`config.mk`:
```
export PLATFORM = sky130hd
export DESIGN_NAME = tristate_bus_arbiter
export DESIGN_NICKNAME = d
export VERILOG_FILES = /design/src/rtl/tristate_bus_arbiter.sv
export SDC_FILE = /design/constraint.sdc
export NUM_CORES = 1
export LEC_CHECK = 0
export BUFFER_PORTS_ARGS = -buffer_cell sky130_fd_sc_hd__buf_2
export CAP_MARGIN = 10
export CORE_AREA = 2 2 41 52
export CTS_CLUSTER_SIZE = 8
export DETAILED_ROUTE_END_ITERATION = 6
export DIE_AREA = 0 0 43 54
export PLACE_DENSITY_LB_ADDON = 0.2
export SYNTH_ARGS = -nofsm -noshare
export SYNTH_HDL_FRONTEND = slang
export SYNTH_SLANG_ARGS = --single-unit
```
`constraint.sdc`:
```
create_clock -name clk -period 5.07 [get_ports clk]
set_clock_uncertainty 0.1 [all_clocks]
set_input_delay 1.014 -clock clk [delete_from_list [all_inputs] [get_ports clk]]
set_output_delay 1.014 -clock clk [all_outputs]
set_load 0.05 [all_outputs]
```
`src/rtl/tristate_bus_arbiter.sv`:
```
// Round-robin owner selection for a shared tristate bus. Every grant is followed
// by TURN all-high-Z cycles so that two buffers are never enabled together.
module tristate_bus_arbiter #(
  parameter int N        = 4,
  parameter int MAX_HOLD = 4,
  parameter int TURN     = 1,
  localparam int OWNER_W = $clog2(N)
) (
  input  logic               clk,
  input  logic               reset,
  input  logic [N-1:0]       req,
  output logic [N-1:0]       gnt,
  output logic [OWNER_W-1:0] owner,
  output logic               busy,
  output logic               turn
);

  localparam int HOLD_W = (MAX_HOLD > 1) ? $clog2(MAX_HOLD) : 1;
  localparam int TURN_W = (TURN > 1) ? $clog2(TURN) : 1;

  typedef enum logic [1:0] {
    IDLE       = 2'd0,
    GRANT      = 2'd1,
    TURNAROUND = 2'd2
  } state_t;

  state_t              state, state_n;
  logic [N-1:0]        gnt_n;
  logic [OWNER_W-1:0]  owner_n, ptr, ptr_n, pick, idx;
  logic                busy_n, turn_n, found;
  logic [HOLD_W-1:0]   hold_cnt, hold_cnt_n;
  logic [TURN_W-1:0]   tcnt, tcnt_n;

  // First requester at or after ptr, wrapping at N-1 (N need not be a power of 2).
  always_comb begin
    found = 1'b0;
    pick  = '0;
    idx   = ptr;
    for (int i = 0; i < N; i++) begin
      if (!found && req[idx]) begin
        found = 1'b1;
        pick  = idx;
      end else begin
        found = found;
      end
      idx = (idx == OWNER_W'(N - 1)) ? '0 : idx + 1'b1;
    end
  end

  // Next-state and next-output decode.
  always_comb begin
    state_n    = state;
    gnt_n      = gnt;
    owner_n    = owner;
    busy_n     = busy;
    turn_n     = turn;
    ptr_n      = ptr;
    hold_cnt_n = hold_cnt;
    tcnt_n     = tcnt;
    case (state)
      IDLE: begin
        if (found) begin
          gnt_n      = {{(N-1){1'b0}}, 1'b1} << pick;
          owner_n    = pick;
          busy_n     = 1'b1;
          hold_cnt_n = '0;
          state_n    = GRANT;
        end else begin
          state_n = IDLE;
        end
      end
      GRANT: begin
        if (!req[owner] || hold_cnt == HOLD_W'(MAX_HOLD - 1)) begin
          gnt_n   = '0;
          busy_n  = 1'b0;
          turn_n  = 1'b1;
          // A cut-off owner still requesting drops to lowest priority.
          ptr_n   = (owner == OWNER_W'(N - 1)) ? '0 : owner + 1'b1;
          tcnt_n  = '0;
          state_n = TURNAROUND;
        end else begin
          hold_cnt_n = hold_cnt + 1'b1;
        end
      end
      TURNAROUND: begin
        if (tcnt == TURN_W'(TURN - 1)) begin
          turn_n = 1'b0;
          if (found) begin
            gnt_n      = {{(N-1){1'b0}}, 1'b1} << pick;
            owner_n    = pick;
            busy_n     = 1'b1;
            hold_cnt_n = '0;
            state_n    = GRANT;
          end else begin
            state_n = IDLE;
          end
        end else begin
          tcnt_n = tcnt + 1'b1;
        end
      end
      default: begin
        gnt_n   = '0;
        busy_n  = 1'b0;
        turn_n  = 1'b0;
        state_n = IDLE;
      end
    endcase
  end

  // State and registered outputs; reset drops any grant with no turnaround.
  always_ff @(posedge clk) begin
    if (reset) begin
      state    <= IDLE;
      gnt      <= '0;
      owner    <= '0;
      busy     <= 1'b0;
      turn     <= 1'b0;
      ptr      <= '0;
      hold_cnt <= '0;
      tcnt     <= '0;
    end else begin
      state    <= state_n;
      gnt      <= gnt_n;
      owner    <= owner_n;
      busy     <= busy_n;
      turn     <= turn_n;
      ptr      <= ptr_n;
      hold_cnt <= hold_cnt_n;
      tcnt     <= tcnt_n;
    end
  end

endmodule

```
# --- Word-level counts from Yosys, hierarchy flattened ---
# Cells that the tools add are included.
# Widths: inputs -> output; s select.
word_totals:
  output_inout_bits: 8
  reg_bits: 15
  in_bits: 6
classes:
  eq_ne: 10
  bitwise: 1
  mux: 46
  reduce_logical: 18
  magnitude_cmp: 5
  n_shift: 1
  addsub: 6
ops:
  columns: ["op", "n"]
  rows:
  - ["$mux 2", 15]
  - ["$mux 1", 16]
  - ["$lt 2x3->1 const B", 5]
  - ["$eq 2x2->1 const B", 6]
  - ["$mux 4", 3]
  - ["$pmux 2 s3", 2]
  - ["$pmux 4 s3", 1]
  - ["$add 2x1->2 const B", 5]
  - ["$bmux 1 s2", 5]
  - ["$reduce_and 2->1", 4]
  - ["$ne 2x2->1 const B", 3]
  - ["$pmux 1 s3", 2]
  - ["$reduce_and 3->1", 2]
  - ["$logic_not 1->1", 4]
  - ["$pmux 2 s2", 1]
  - ["$reduce_bool 2->1", 2]
  - ["$shl 1x2->4 const A", 1]
  - ["$logic_and 1x1->1", 3]
  - ["$reduce_bool 3->1", 1]
  - ["$eq 2x1->1 const B", 1]
  - ["$logic_not 2->1", 1]
  - ["$pmux 1 s2", 1]
  - ["$add 1x1->1 const B", 1]
  - ["$logic_or 1x1->1", 1]
  - ["$not 1->1", 1]

# --- Logic depth before layout (Yosys ltp) ---
logic_depth:
  ltp_word: 16
  mapped_depth: 9
  mapped_depth_nobuf: 7

# --- Worst setup path after synthesis ---
# No wires, ideal clock.
synth_timing:
  kind: "in2reg"
  start: "input port req[0]"
  end: "register gnt[0]"
  setup_slack_ns: 2.412
  stages: 6
  t_arrival_ns: 2.463
  t_required_ns: 4.874
  cell_sequence: "nor2_1 -> a211o_1 -> a221oi_2 -> or2_4 -> mux2_4 -> o41ai_2"
synth_between:
  elab_chain_len: 16
  word_cells_on_any_way: 32
  classes_between: "eq/ne: 1; shift: 1; mux: 21; reduce/logical: 9"
synth_rtl:
  columns: ["element", "line", "rtl"]
  rows:
  - ["start: declaration", "11", "input logic [N-1:0] req,"]
  - ["$bmux 1 s2", "40", "if (!found && req[idx]) begin"]
  - ["$mux 1 (not written as such)", "40", null]
  - ["$mux 1", "40", null]
  - ["$logic_not 1->1", "40", null]
  - ["$logic_and 1x1->1", "40", null]
  - ["$mux 1", "40", null]
  - ["$logic_not 1->1", "40", null]
  - ["$logic_and 1x1->1", "40", null]
  - ["$mux 1", "40", null]
  - ["$logic_not 1->1", "40", null]
  - ["$logic_and 1x1->1", "40", null]
  - ["$mux 2", "40", null]
  - ["$shl 1x2->4", "63, 89", null]
  - ["$mux 4", "62, 88", null]
  - ["$mux 4", "86", "if (tcnt == TURN_W'(TURN - 1)) begin"]
  - ["$pmux 4 s3", "60", "case (state)"]
  - ["end signal: assignment", "123", "gnt <= gnt_n;"]
  - ["end: declaration", "12", "output logic [N-1:0] gnt,"]
# Parallel ways exist; a longest one is shown, timed or not. The select of a mux whose other input is x is not followed.
# A chain may end at the register's enable or synchronous reset.

# --- Worst setup path in the final report ---
layout_timing:
  start: "register ptr[0]"
  end: "register gnt[0]"
layout_between:
  elab_chain_len: 16
  word_cells_on_any_way: 35
  classes_between: "add/sub: 3; eq/ne: 3; shift: 1; mux: 22; reduce/logical: 6"
layout_rtl:
  columns: ["element", "line", "rtl"]
  rows:
  - ["start: declaration", "29", "logic [OWNER_W-1:0] owner_n, ptr, ptr_n, pick, idx;"]
  - ["start signal: assignment", "127", "ptr <= ptr_n;"]
  - ["branches (longest 13 deep; another with $add 2x1->2)", null, null]
  - ["$mux 4 (*)", "62, 88", null]
  - ["$mux 4", "86", null]
  - ["$pmux 4 s3 (*)", "60", null]
# Mark *: on every way between the ends. The select of a mux whose other input is x is not followed.

==> flow_summary.toml <==
[sta]
setup_violations = 0
hold_violations = 0
slew-limit-headroom = 0.532
finalCritPeriodShare = 0.653
tns_ps = 0
drv_slew = 0
period_minus_slack_ps = 3310
tightestPinTransition_ps = 701
rsz0062_at_grt = "false"
fmax_ghz = 0.302

[detailed_routing]
wl_met2_mm = 1.10
drc = 0
drt_iter0_drc = 25
wl_per_cell_um = 15.3
final_antenna_net_count = 0
wl_met3_um = 63
routed_wl_mm = 2.17
drt_pass1_iterations = 4
wl_met1_um = 978
vias_per_cell = 6.35
num_vias = 901
top_layer_used = "met4"

[worst_setup_path]
r2r-start = "ptr[0]"
r2r_end = "gnt[0]"
crit_arrival_ps = 3390
cp-end-kind = "flop"
worst-r2r-setup-slack_ps = 1760
cp_max_fo = 19
cp-start-kind = "flop"
worstPathRequired_ps = 5150
rr_worst_depth = 7
path_class = "flop to flop"

[yosys]
syn_nets = 123
yosys_warnings = 0
synth_flop_cell = "dfxtp_1"
synth_area_sq_mm = 0.00103
ys_types = 46
ys_top_cells_by_count = "dfxtp_1 (14), nand2_1 (14), nor2_1 (9)"
seq_area_frac_synth = 0.273
synth-edff-count = 0
ys_async_sr_fraction = 0
netlist_instances = 114
synth-seq-cells = 14
syn_area_per_cell_sq_um = 9.00
synth_largest_area_cell = "dfxtp_1"
synth_top_cells_by_area = "dfxtp_1 (27%), nand2_1 (5.1%), mux2i_1 (4.9%)"
synth_top_area_share = 0.273

[placement]
hpwl_mm = 1.61
port_buffers = 13
gp_congestion = 0.896
placed_cell_area_sq_mm = 0.00106

[power]
p_int_mw = 0.281
p_seq_frac = 0.315
pwr-share-clk = 0.113
combPwrFrac = 0.572
swShare = 0.485
power_leakage_nw = 0.452
p_switching_mw = 0.265
irDropWorstVdd_uv = 329
powerDensity_mw_per_mm2 = 503

[die]
rows = 18
dieArea_sq_mm = 0.00232
die_h_um = 54
core_area_sq_mm = 0.00189
initial_core_util = 0.542
io_pins = 14
die_w_um = 43

[global_route]
grt_pass1_vias = 784
grt_pass1_wl_mm = 3.52
antenna_found_initial = 0
grt_usage = 0.200
grt_max_degree = 20
grt_overflow_total = 0

[clock_tree]
cts_root_buf = "clkbuf_4"
postCtsSetupRepairBufs = 0
numCtsBuffers = 3
clkTransAtPathRegs_ps = 80
ctsHoldBuffers = 0
cts_tree = "yes"
clk_latency_ps = 270
cts_resized = 0
cts_buffer_depth = 2
htreeDepth = 1
cts.sinks = 14

[final_layout]
antenna_cells = 0
area_delta_synth_final_pct = 5.85
drive_gt1_frac = 0.230
postLayoutCellArea_sq_mm = 0.00109
nets = 133

[hold_path]
hp-start = "busy"
whs_path_depth = 2
min_to = "busy"
hp-class = "flop to flop"

[flow_run]
maxCapViolations = 0

[outcome]
status = "finished, final reports clean"
[registers in the layout, indices dropped and copies added, names as in the netlist]
signal,cells
hold_cnt,2
gnt,4
ptr,2
busy,1
turn,1
state,2
owner,2
[power by group through the flow]
stage	registers, mW	logic [mW]	clock network (mW)
2_1_floorplan	0.222	0.214	0
3_3_place_gp	0.173	0.305	0
5_1_grt	0.177	0.337	0.0664
3_5_place_dp	0.174	0.311	0
6_report	0.172	0.312	0.0614
4_1_cts	0.172	0.313	0.0621
[metal layers]
metal / vias up / track usage
met5: - / 0
met4: 0 / 0.0808
met3: 5 / 0.0101
met2: 21 / 0.364
met1: 425 / 0.248
li1: 450 / -
[worst max-delay path, cell delays in order (launching register included)]
cell,delay (ps)
dfxtp_1,780
ha_1,540
xor2_1,250
a211o_1,300
a221oi_2,420
or2_4,220
mux2_4,320
o41ai_2,270
[cell type report]
cell class,count,area (sq um)
Sequential cell,14,280
Clock buffer,3,22.5
Multi-Input combinational cell,88,678
Timing Repair Buffer,13,65.1
Inverter,4,15.0
Fill cell,171,806
Tap cell,20,25.0
[through the flow]
| stage | power [mW] | utilization | hold WS [ps] | std cells | worst slack (ps) |
|---|---|---|---|---|---|
| after floorplan | 0.435 | - | 360 | 114 | 2410 |
| after global placement | 0.477 | 0.562 | 344 | 139 | 1960 |
| after detailed placement | 0.485 | 0.562 | 345 | 139 | 1810 |
| after CTS | 0.547 | 0.574 | 371 | 142 | 1780 |
| after global routing | 0.580 | 0.574 | 397 | 142 | 1600 |
| final | 0.546 | 0.574 | 367 | 142 | 1760 |
[logic make-up after synthesis]
logic type	after synthesis	synth area share
flip-flops	14	0.273
AO/OA/AOI/OAI	35	0.300
buffers and inverters	12	0.0658
AND/OR/NAND/NOR	39	0.187
adder cells (fa/ha/maj)	3	0.0366
XOR/XNOR	2	0.0171
multiplexers	9	0.121
[placed cells by master (no fill, tap or decap), types with 2 or more instances in the layout]
cell / netlist / layout
o221ai_1: 2 / 2
buf_2: 3 / 13
a211oi_1: 2 / 2
a22o_1: 4 / 4
clkbuf_4: 0 / 3
nor3_1: 3 / 3
ha_1: 3 / 3
nand2_1: 14 / 14
o41ai_2: 2 / 2
a21oi_1: 7 / 7
dfxtp_1: 14 / 14
inv_1: 4 / 4
or3_1: 3 / 3
mux4_2: 2 / 2
o31ai_1: 2 / 2
o21ai_0: 2 / 2
nand3b_1: 2 / 2
nor2_1: 9 / 9
mux2i_1: 5 / 5
nand2b_1: 2 / 2
[how the worst max path moves through the flow]
stage                     slack, ps  cells after the start   start  endpoint
final                          1760                      7  ptr[0]    gnt[0]
after global routing           1600                      7  ptr[0]    gnt[0]
after CTS                      1780                      7  ptr[0]    gnt[0]
after detailed placement       1810                      7  ptr[0]    gnt[0]
after global placement         1960                      7  ptr[0]    gnt[0]
after floorplan                2410                      6  req[0]    gnt[0]
(Power assumes the default switching activity.)
